--- src/rtl/ffe_pkg.sv ---
// Shared definitions for the FFE sample sequencer: default sizes, FSM encoding
// and the tap-index width helper.
package ffe_pkg;

    localparam int IN_OUT_BUS_WIDTH_DEF = 12;
    localparam int DEPTH_DEF            = 4;

    typedef enum logic {
        IDLE  = 1'b0,
        ISSUE = 1'b1
    } state_t;

    function automatic int tap_width(input int depth);
        return (depth < 2) ? 1 : $clog2(depth);
    endfunction

endpackage

--- src/rtl/ffe_hist_buf.sv ---
// Circular sample history: DEPTH x IN_OUT_BUS_WIDTH register file with one
// write port, one combinational read port and asynchronous clear.
module ffe_hist_buf
    import ffe_pkg::*;
#(
    parameter int IN_OUT_BUS_WIDTH = IN_OUT_BUS_WIDTH_DEF,
    parameter int DEPTH            = DEPTH_DEF,
    parameter int ADDR_SIZE        = tap_width(DEPTH)
) (
    input  logic                               clk,
    input  logic                               rst,
    input  logic                               wr_en,
    input  logic        [ADDR_SIZE-1:0]        wr_ptr,
    input  logic signed [IN_OUT_BUS_WIDTH-1:0] wr_data,
    input  logic        [ADDR_SIZE-1:0]        rd_idx,
    output logic signed [IN_OUT_BUS_WIDTH-1:0] rd_data
);

    logic signed [IN_OUT_BUS_WIDTH-1:0] mem [DEPTH];

    always_ff @(posedge clk or posedge rst) begin
        if (rst) begin
            for (int i = 0; i < DEPTH; i++) begin
                mem[i] <= '0;
            end
        end else if (wr_en) begin
            mem[wr_ptr] <= wr_data;
        end
    end

    assign rd_data = mem[rd_idx];

endmodule

--- src/rtl/ffe_sample_sequencer.sv ---
// Feeds the FFE datapath one tap per cycle from a circular sample history.
// Define FFE_MULT_PIPE_EN to delay the store/clear strobe by one cycle.
module ffe_sample_sequencer
    import ffe_pkg::*;
#(
    parameter int IN_OUT_BUS_WIDTH = IN_OUT_BUS_WIDTH_DEF,
    parameter int DEPTH            = DEPTH_DEF,
    parameter int ADDR_SIZE        = tap_width(DEPTH)
) (
    input  logic                               ffe_clk,
    input  logic                               rst,
    input  logic signed [IN_OUT_BUS_WIDTH-1:0] x_in,
    input  logic                               x_in_valid,
    output logic                               x_in_ready,
    output logic        [ADDR_SIZE-1:0]        rd_addr,
    output logic signed [IN_OUT_BUS_WIDTH-1:0] rd_data,
    output logic                               str_out_n_rst_add_reg,
    output logic                               y_valid
);

    localparam logic [ADDR_SIZE-1:0] LAST_TAP = ADDR_SIZE'(DEPTH - 1);

    state_t                             state, state_nxt;
    logic        [ADDR_SIZE-1:0]        k, k_nxt;
    logic        [ADDR_SIZE-1:0]        wr_ptr, wr_ptr_nxt, wr_ptr_inc;
    logic        [ADDR_SIZE-1:0]        wr_addr, rd_idx;
    logic        [ADDR_SIZE:0]          idx_wide;
    logic                               run, wr_en, strobe_now;
    logic signed [IN_OUT_BUS_WIDTH-1:0] hist_data;

    // A sample is taken when x_in_valid && x_in_ready on a rising ffe_clk; the
    // source must hold x_in stable while valid is high and ready is low.

    ffe_hist_buf #(
        .IN_OUT_BUS_WIDTH(IN_OUT_BUS_WIDTH),
        .DEPTH           (DEPTH),
        .ADDR_SIZE       (ADDR_SIZE)
    ) u_hist (
        .clk    (ffe_clk),
        .rst    (rst),
        .wr_en  (wr_en),
        .wr_ptr (wr_addr),
        .wr_data(x_in),
        .rd_idx (rd_idx),
        .rd_data(hist_data)
    );

    assign wr_ptr_inc = (wr_ptr == LAST_TAP) ? '0 : wr_ptr + 1'b1;

    // (wr_ptr - k) mod DEPTH without a power-of-two mask; one spare bit keeps
    // wr_ptr + DEPTH from overflowing for non-power-of-two depths.
    always_comb begin
        idx_wide = '0;
        if (wr_ptr >= k) begin
            idx_wide = {1'b0, wr_ptr} - {1'b0, k};
        end else begin
            idx_wide = {1'b0, wr_ptr} + (ADDR_SIZE + 1)'(DEPTH) - {1'b0, k};
        end
    end
    assign rd_idx = idx_wide[ADDR_SIZE-1:0];

    always_ff @(posedge ffe_clk or posedge rst) begin
        if (rst) begin
            state  <= IDLE;
            k      <= '0;
            wr_ptr <= '0;
            run    <= 1'b0;
        end else begin
            state  <= state_nxt;
            k      <= k_nxt;
            wr_ptr <= wr_ptr_nxt;
            run    <= 1'b1;
        end
    end

    always_comb begin
        state_nxt  = state;
        k_nxt      = k;
        wr_ptr_nxt = wr_ptr;
        wr_addr    = wr_ptr;
        wr_en      = 1'b0;
        strobe_now = 1'b0;
        x_in_ready = 1'b0;
        rd_addr    = '0;
        rd_data    = '0;
        case (state)
            IDLE: begin
                x_in_ready = run;
                if (x_in_valid && run) begin
                    wr_en     = 1'b1;
                    state_nxt = ISSUE;
                    k_nxt     = '0;
                end
            end
            ISSUE: begin
                rd_addr = k;
                rd_data = hist_data;
                if (k == LAST_TAP) begin
                    x_in_ready = 1'b1;
                    strobe_now = 1'b1;
                    wr_ptr_nxt = wr_ptr_inc;
                    // Back-to-back sample lands in the slot after the one just issued.
                    if (x_in_valid) begin
                        wr_en   = 1'b1;
                        wr_addr = wr_ptr_inc;
                        k_nxt   = '0;
                    end else begin
                        state_nxt = IDLE;
                    end
                end else begin
                    k_nxt = k + 1'b1;
                end
            end
            default: state_nxt = IDLE;
        endcase
    end

`ifdef FFE_MULT_PIPE_EN
    logic strobe_q;

    // Aligns with the datapath's registered multiplier output.
    always_ff @(posedge ffe_clk or posedge rst) begin
        if (rst) begin
            strobe_q <= 1'b0;
        end else begin
            strobe_q <= strobe_now;
        end
    end
    assign str_out_n_rst_add_reg = strobe_q;
`else
    assign str_out_n_rst_add_reg = strobe_now;
`endif

    assign y_valid = str_out_n_rst_add_reg;

endmodule

--- config.mk ---
export PLATFORM = sky130hd
export DESIGN_NAME = ffe_sample_sequencer
export DESIGN_NICKNAME = d
export VERILOG_FILES = /design/src/rtl/ffe_pkg.sv /design/src/rtl/ffe_hist_buf.sv /design/src/rtl/ffe_sample_sequencer.sv
export SDC_FILE = /design/constraint.sdc
export NUM_CORES = 1
export LEC_CHECK = 0
export CAP_MARGIN = 20
export CORE_AREA = 2 2 93 104
export CTS_CLUSTER_DIAMETER = 200
export DETAILED_ROUTE_END_ITERATION = 10
export DIE_AREA = 0 0 95 106
export PLACE_DENSITY_LB_ADDON = 0.25
export SYNTH_ARGS = -nofsm -noshare
export SYNTH_HDL_FRONTEND = slang
export SYNTH_HIERARCHICAL = 1
export SYNTH_SLANG_ARGS = --single-unit
--- constraint.sdc ---
create_clock -name ffe_clk -period 4.66 [get_ports ffe_clk]
set_input_delay 1.398 -clock ffe_clk [delete_from_list [all_inputs] [get_ports ffe_clk]]
set_output_delay 1.398 -clock ffe_clk [all_outputs]
set_load 0.01 [all_outputs]
==> summary by stage <==
Run status
The flow ran to the end, and the final reports show no timing, DRC or antenna violations.

Global routing
The number of antenna violations at the first check in global routing is 0. The overall fraction of global-route tracks in use is 0.113. Global routing finished with a remaining overflow of 0. The via count of the first global-routing pass was 1594. Entering global routing, the biggest net connects 49 pins. The first global-routing pass estimated 8560 µm of wire.

Critical path
The length in cells of the worst reg-to-reg path is 5. The largest fanout on the critical path is 12. The most numerous cell type found on the critical path is sky130_fd_sc_hd__xnor2_1. The element type at the critical path start is a flop. The worst setup path is captured at an output pin. The critical path goes through inv_1, ha_1, xnor2_1, xnor2_1, buf_4, mux4_2, and2_1, clkdlybuf4s50_1.

The largest single stage delay on the critical path is 0.53 ns. In this run the critical register-to-register path is launched from state. The dominant delay contributor by cell family on the critical path is buffers and inverters. Across all register-to-register paths, the minimum setup slack is 1.98 ns. The endpoint identified for the worst register-to-register timing path is u_hist/mem[44]. The largest individual stage delay along the critical path comes from the cell sky130_fd_sc_hd__mux4_2. At the worst endpoint, the arrival time is 2.70 ns. The critical path in this run is classified as flop to output pin. The total buffers and inverters traversed by the critical path is 3. The data required time at the worst endpoint is 3.26 ns.

Min path
The startpoint identified for the worst hold timing path is u_hist/mem[10]. The sink of the worst hold path is u_hist/mem[10]. The type of the most critical hold path is flop to flop. Along the worst hold path, the cell count comes to 1.

Route
In this run the remaining antenna-violating nets after routing total 0. Dividing the detail-routed wire length by the instance count gives 15.8 µm. The iteration-0 DRC count of the detailed router is 63. After detailed routing, the number of remaining DRC violations is 0. The post-detailed-routing wire length is 5170 µm. The first detailed-routing pass took 4 iterations. The overall via count from detail_route is 1473. Dividing the detail-routed via count by the number of cells gives 4.50.

Timing
Dividing the final minimum period by the clock period gives 0.878. For the pin with the worst max-slew slack, the measured transition is 0.732 ns. The setup-violating endpoint count in the final report is 0.

The time the worst path needs with I/O delays and setup is 4.09 ns. Setup repair after global routing left no endpoint under its margin. Between clock sinks in the finished design, the worst skew comes to 0.00606 ns.

The fmax is 0.244 GHz. The number of hold-slack violations in the final timing report came to 0. Across all setup checks in the final design, the least slack found is 0.566 ns. In this run the tightest slew margin relative to its limit is 0.512.

The final-report max-slew violation count is 0. The setup TNS is 0 ns.

Die
The starting density of the core is 0.291. The height of the die is 106 µm. From left edge to right edge, the die measures 95 µm. The floorplan core area is 9120 µm². The number of top-level pins is 32. The area enclosed by the die boundary is 10100 µm². The initialized floorplan defines 37 standard-cell rows.

Clock network
Post-CTS repair changed the size of 0 cells. The tree is rooted in a sky130_fd_sc_hd__clkbuf_8. The TritonCTS clock tree is built.

The clock network latency to the later pin of the worst-skew pair is 0.30 ns. The count of hold-fix buffers inserted at cts is 0. The clock net in this run drives a total of 54 sinks. The longest clock path from root to sink contains 2 buffers. After clock tree synthesis, the setup repair step added 0 buffers. Counting the buffers created by CTS gives 5. The H-tree generated during clock tree synthesis spans 2 levels. Clock-pin slew was measured on the worst setup and hold paths at 0.10 ns.

Layout
The net count of the finished layout is 227. Compared with the post-synthesis result, the final layout area differs by 20.1%. The ratio of cells with drive above 1 in the final layout is 0.371. The final instance area is 3180 µm². Counting the fill cells in the layout gives 902. The total inserted antenna cells is 0.

Placement
Summing all placed instances gives a cell area of 3070 µm². The pre-CTS setup slack is 0.909 ns. The number of input and output port buffers inserted is 31. At the end of routability-driven placement, the weighted congestion stood at 0.717. The placed wire-length estimate after detailed placement is 3360 µm.

Power
The static leakage power is 1.42 nW. Across the VDD grid, the largest voltage drop is 0.337 mV. The power per cell area is 824 nW/µm².

Synth
The synthesized flop and latch total is 54. In this run the cell area of the synthesized design comes to 2650 µm². The portion of synthesized cell area occupied by the leading cell type is 0.510. By area the synthesized netlist is led by sky130_fd_sc_hd__dfrtp_1, sky130_fd_sc_hd__mux2_2, sky130_fd_sc_hd__mux2_4. The cell taking the most area after synthesis is sky130_fd_sc_hd__dfrtp_1. Of all flip-flops after synthesis, the portion carrying an async set or reset was 1.00. Counting every instance in the synthesized netlist gives 173. Synthesis instantiated 25 different standard cells from the library.

For this run, the register share of the synthesized area comes to 0.510. When the netlist entered floorplanning its net count stood at 191. Among all flip-flop cells after synthesis, the most frequent one is sky130_fd_sc_hd__dfrtp_1. Yosys printed 6 warnings.

The synthesized design contains 0 enable-type register cells. The post-synthesis area per instance is 15.3 µm².

Run
The max-capacitance violation count is 0.
==> worst register-to-register path: stages, from the launching register on <==
cell                      delay (ns)
sky130_fd_sc_hd__dfrtp_1        0.83
sky130_fd_sc_hd__nand3_1        0.24
sky130_fd_sc_hd__mux2_1         0.45
sky130_fd_sc_hd__nor3b_4        0.45
sky130_fd_sc_hd__buf_4          0.26
sky130_fd_sc_hd__mux2_2         0.34
==> per-layer routing <==
metal,global-route usage,up-vias,wire [µm]
li1,-,685,-
met1,0.164,760,2630
met5,0,-,0
met4,0.0342,0,52
met3,0.0234,4,154
met2,0.171,24,2340
==> metrics by stage <==
step           std cells  power (mW)  hold WS [ns]   util
2_1_floorplan        173        1.84         0.474      -
4_1_cts              326        2.66         0.509  0.347
3_3_place_gp         318        2.37         0.483  0.337
3_5_place_dp         318        2.39         0.488  0.337
5_1_grt              327        2.83         0.523  0.349
6_report             327        2.62         0.508  0.349
==> synthesized netlist by cell type (2+ instances only) <==
| master | n |
|---|---|
| sky130_fd_sc_hd__o21ai_0 | 2 |
| sky130_fd_sc_hd__nor2_1 | 3 |
| sky130_fd_sc_hd__buf_6 | 5 |
| sky130_fd_sc_hd__dfrtp_1 | 54 |
| sky130_fd_sc_hd__and2_1 | 15 |
| sky130_fd_sc_hd__mux2_2 | 29 |
| sky130_fd_sc_hd__mux2_4 | 20 |
| sky130_fd_sc_hd__buf_4 | 2 |
| sky130_fd_sc_hd__nand3b_1 | 2 |
| sky130_fd_sc_hd__xnor2_1 | 2 |
| sky130_fd_sc_hd__nand3_1 | 2 |
| sky130_fd_sc_hd__mux4_2 | 12 |
| sky130_fd_sc_hd__nand2_1 | 4 |
| sky130_fd_sc_hd__ha_1 | 3 |
| sky130_fd_sc_hd__mux2_1 | 2 |
| sky130_fd_sc_hd__inv_1 | 7 |
==> flip-flops by register name, indices dropped and copies added, names as in the netlist <==
signal / count
wr_ptr: 2
run: 1
k: 2
u_hist/mem: 48
state: 1
==> how the worst max path moves through the flow <==
stage | end | from | cells past startpoint | slack, ns
3_3_place_gp | rd_data[0] | k[0] | 7 | 0.93
2_1_floorplan | rd_data[10] | k[0] | 6 | 1.52
6_report | rd_data[0] | wr_ptr[0] | 8 | 0.57
3_5_place_dp | rd_data[0] | wr_ptr[0] | 8 | 0.91
4_1_cts | rd_data[0] | wr_ptr[0] | 8 | 0.54
5_1_grt | rd_data[0] | wr_ptr[0] | 8 | 0.43
==> cells in the final DEF, fill, tap and decap left out, types with 2 or more instances in the layout <==
| cell type | n |
|---|---|
| sky130_fd_sc_hd__nand2_1 | 4 |
| sky130_fd_sc_hd__mux2_2 | 29 |
| sky130_fd_sc_hd__o21ai_0 | 2 |
| sky130_fd_sc_hd__ha_1 | 3 |
| sky130_fd_sc_hd__mux4_2 | 12 |
| sky130_fd_sc_hd__nor2_1 | 3 |
| sky130_fd_sc_hd__xnor2_1 | 2 |
| sky130_fd_sc_hd__buf_4 | 6 |
| sky130_fd_sc_hd__clkdlybuf4s50_1 | 31 |
| sky130_fd_sc_hd__mux2_1 | 2 |
| sky130_fd_sc_hd__clkbuf_8 | 6 |
| sky130_fd_sc_hd__nand3_1 | 2 |
| sky130_fd_sc_hd__inv_1 | 6 |
| sky130_fd_sc_hd__dfrtp_1 | 54 |
| sky130_fd_sc_hd__mux2_4 | 20 |
| sky130_fd_sc_hd__and2_1 | 15 |
| sky130_fd_sc_hd__nand3b_1 | 2 |
==> logic make-up (layout without fill, tap and decap cells) <==
kind of cell               after synthesis  after routing  share of synthesized area
muxes                                   63             63                      0.347
DFF                                     54             54                      0.510
and+or+nand+nor                         29             29                     0.0680
buffers and inverters                   16             53                     0.0401
AOI/OAI and AO/OA                        5              5                     0.0127
adders and majority gates                3              3                     0.0142
xor gates and xnor gates                 2              2                    0.00661
other                                    1              1                    0.00142
==> cell type report <==
cell class              instances  area [µm²]  share of cell area
flip-flops and latches         54        1350               0.425
repair buffers                 38         375               0.118
well taps                     117         146              0.0460
inverters                       7        26.3             0.00825
clock inverters                 1        5.00             0.00157
multi-input cells             103        1190               0.375
clock buffers                   7        86.3              0.0271
==> power breakdown <==
group	total [mW]	switching [mW]	internal [mW]	leakage (nW)
clock network	0.269	0.149	0.120	0.0482
registers	0.836	0.143	0.693	0.662
logic	1.52	0.558	0.960	0.708
Note: power is estimated with default switching activity, not from simulation.
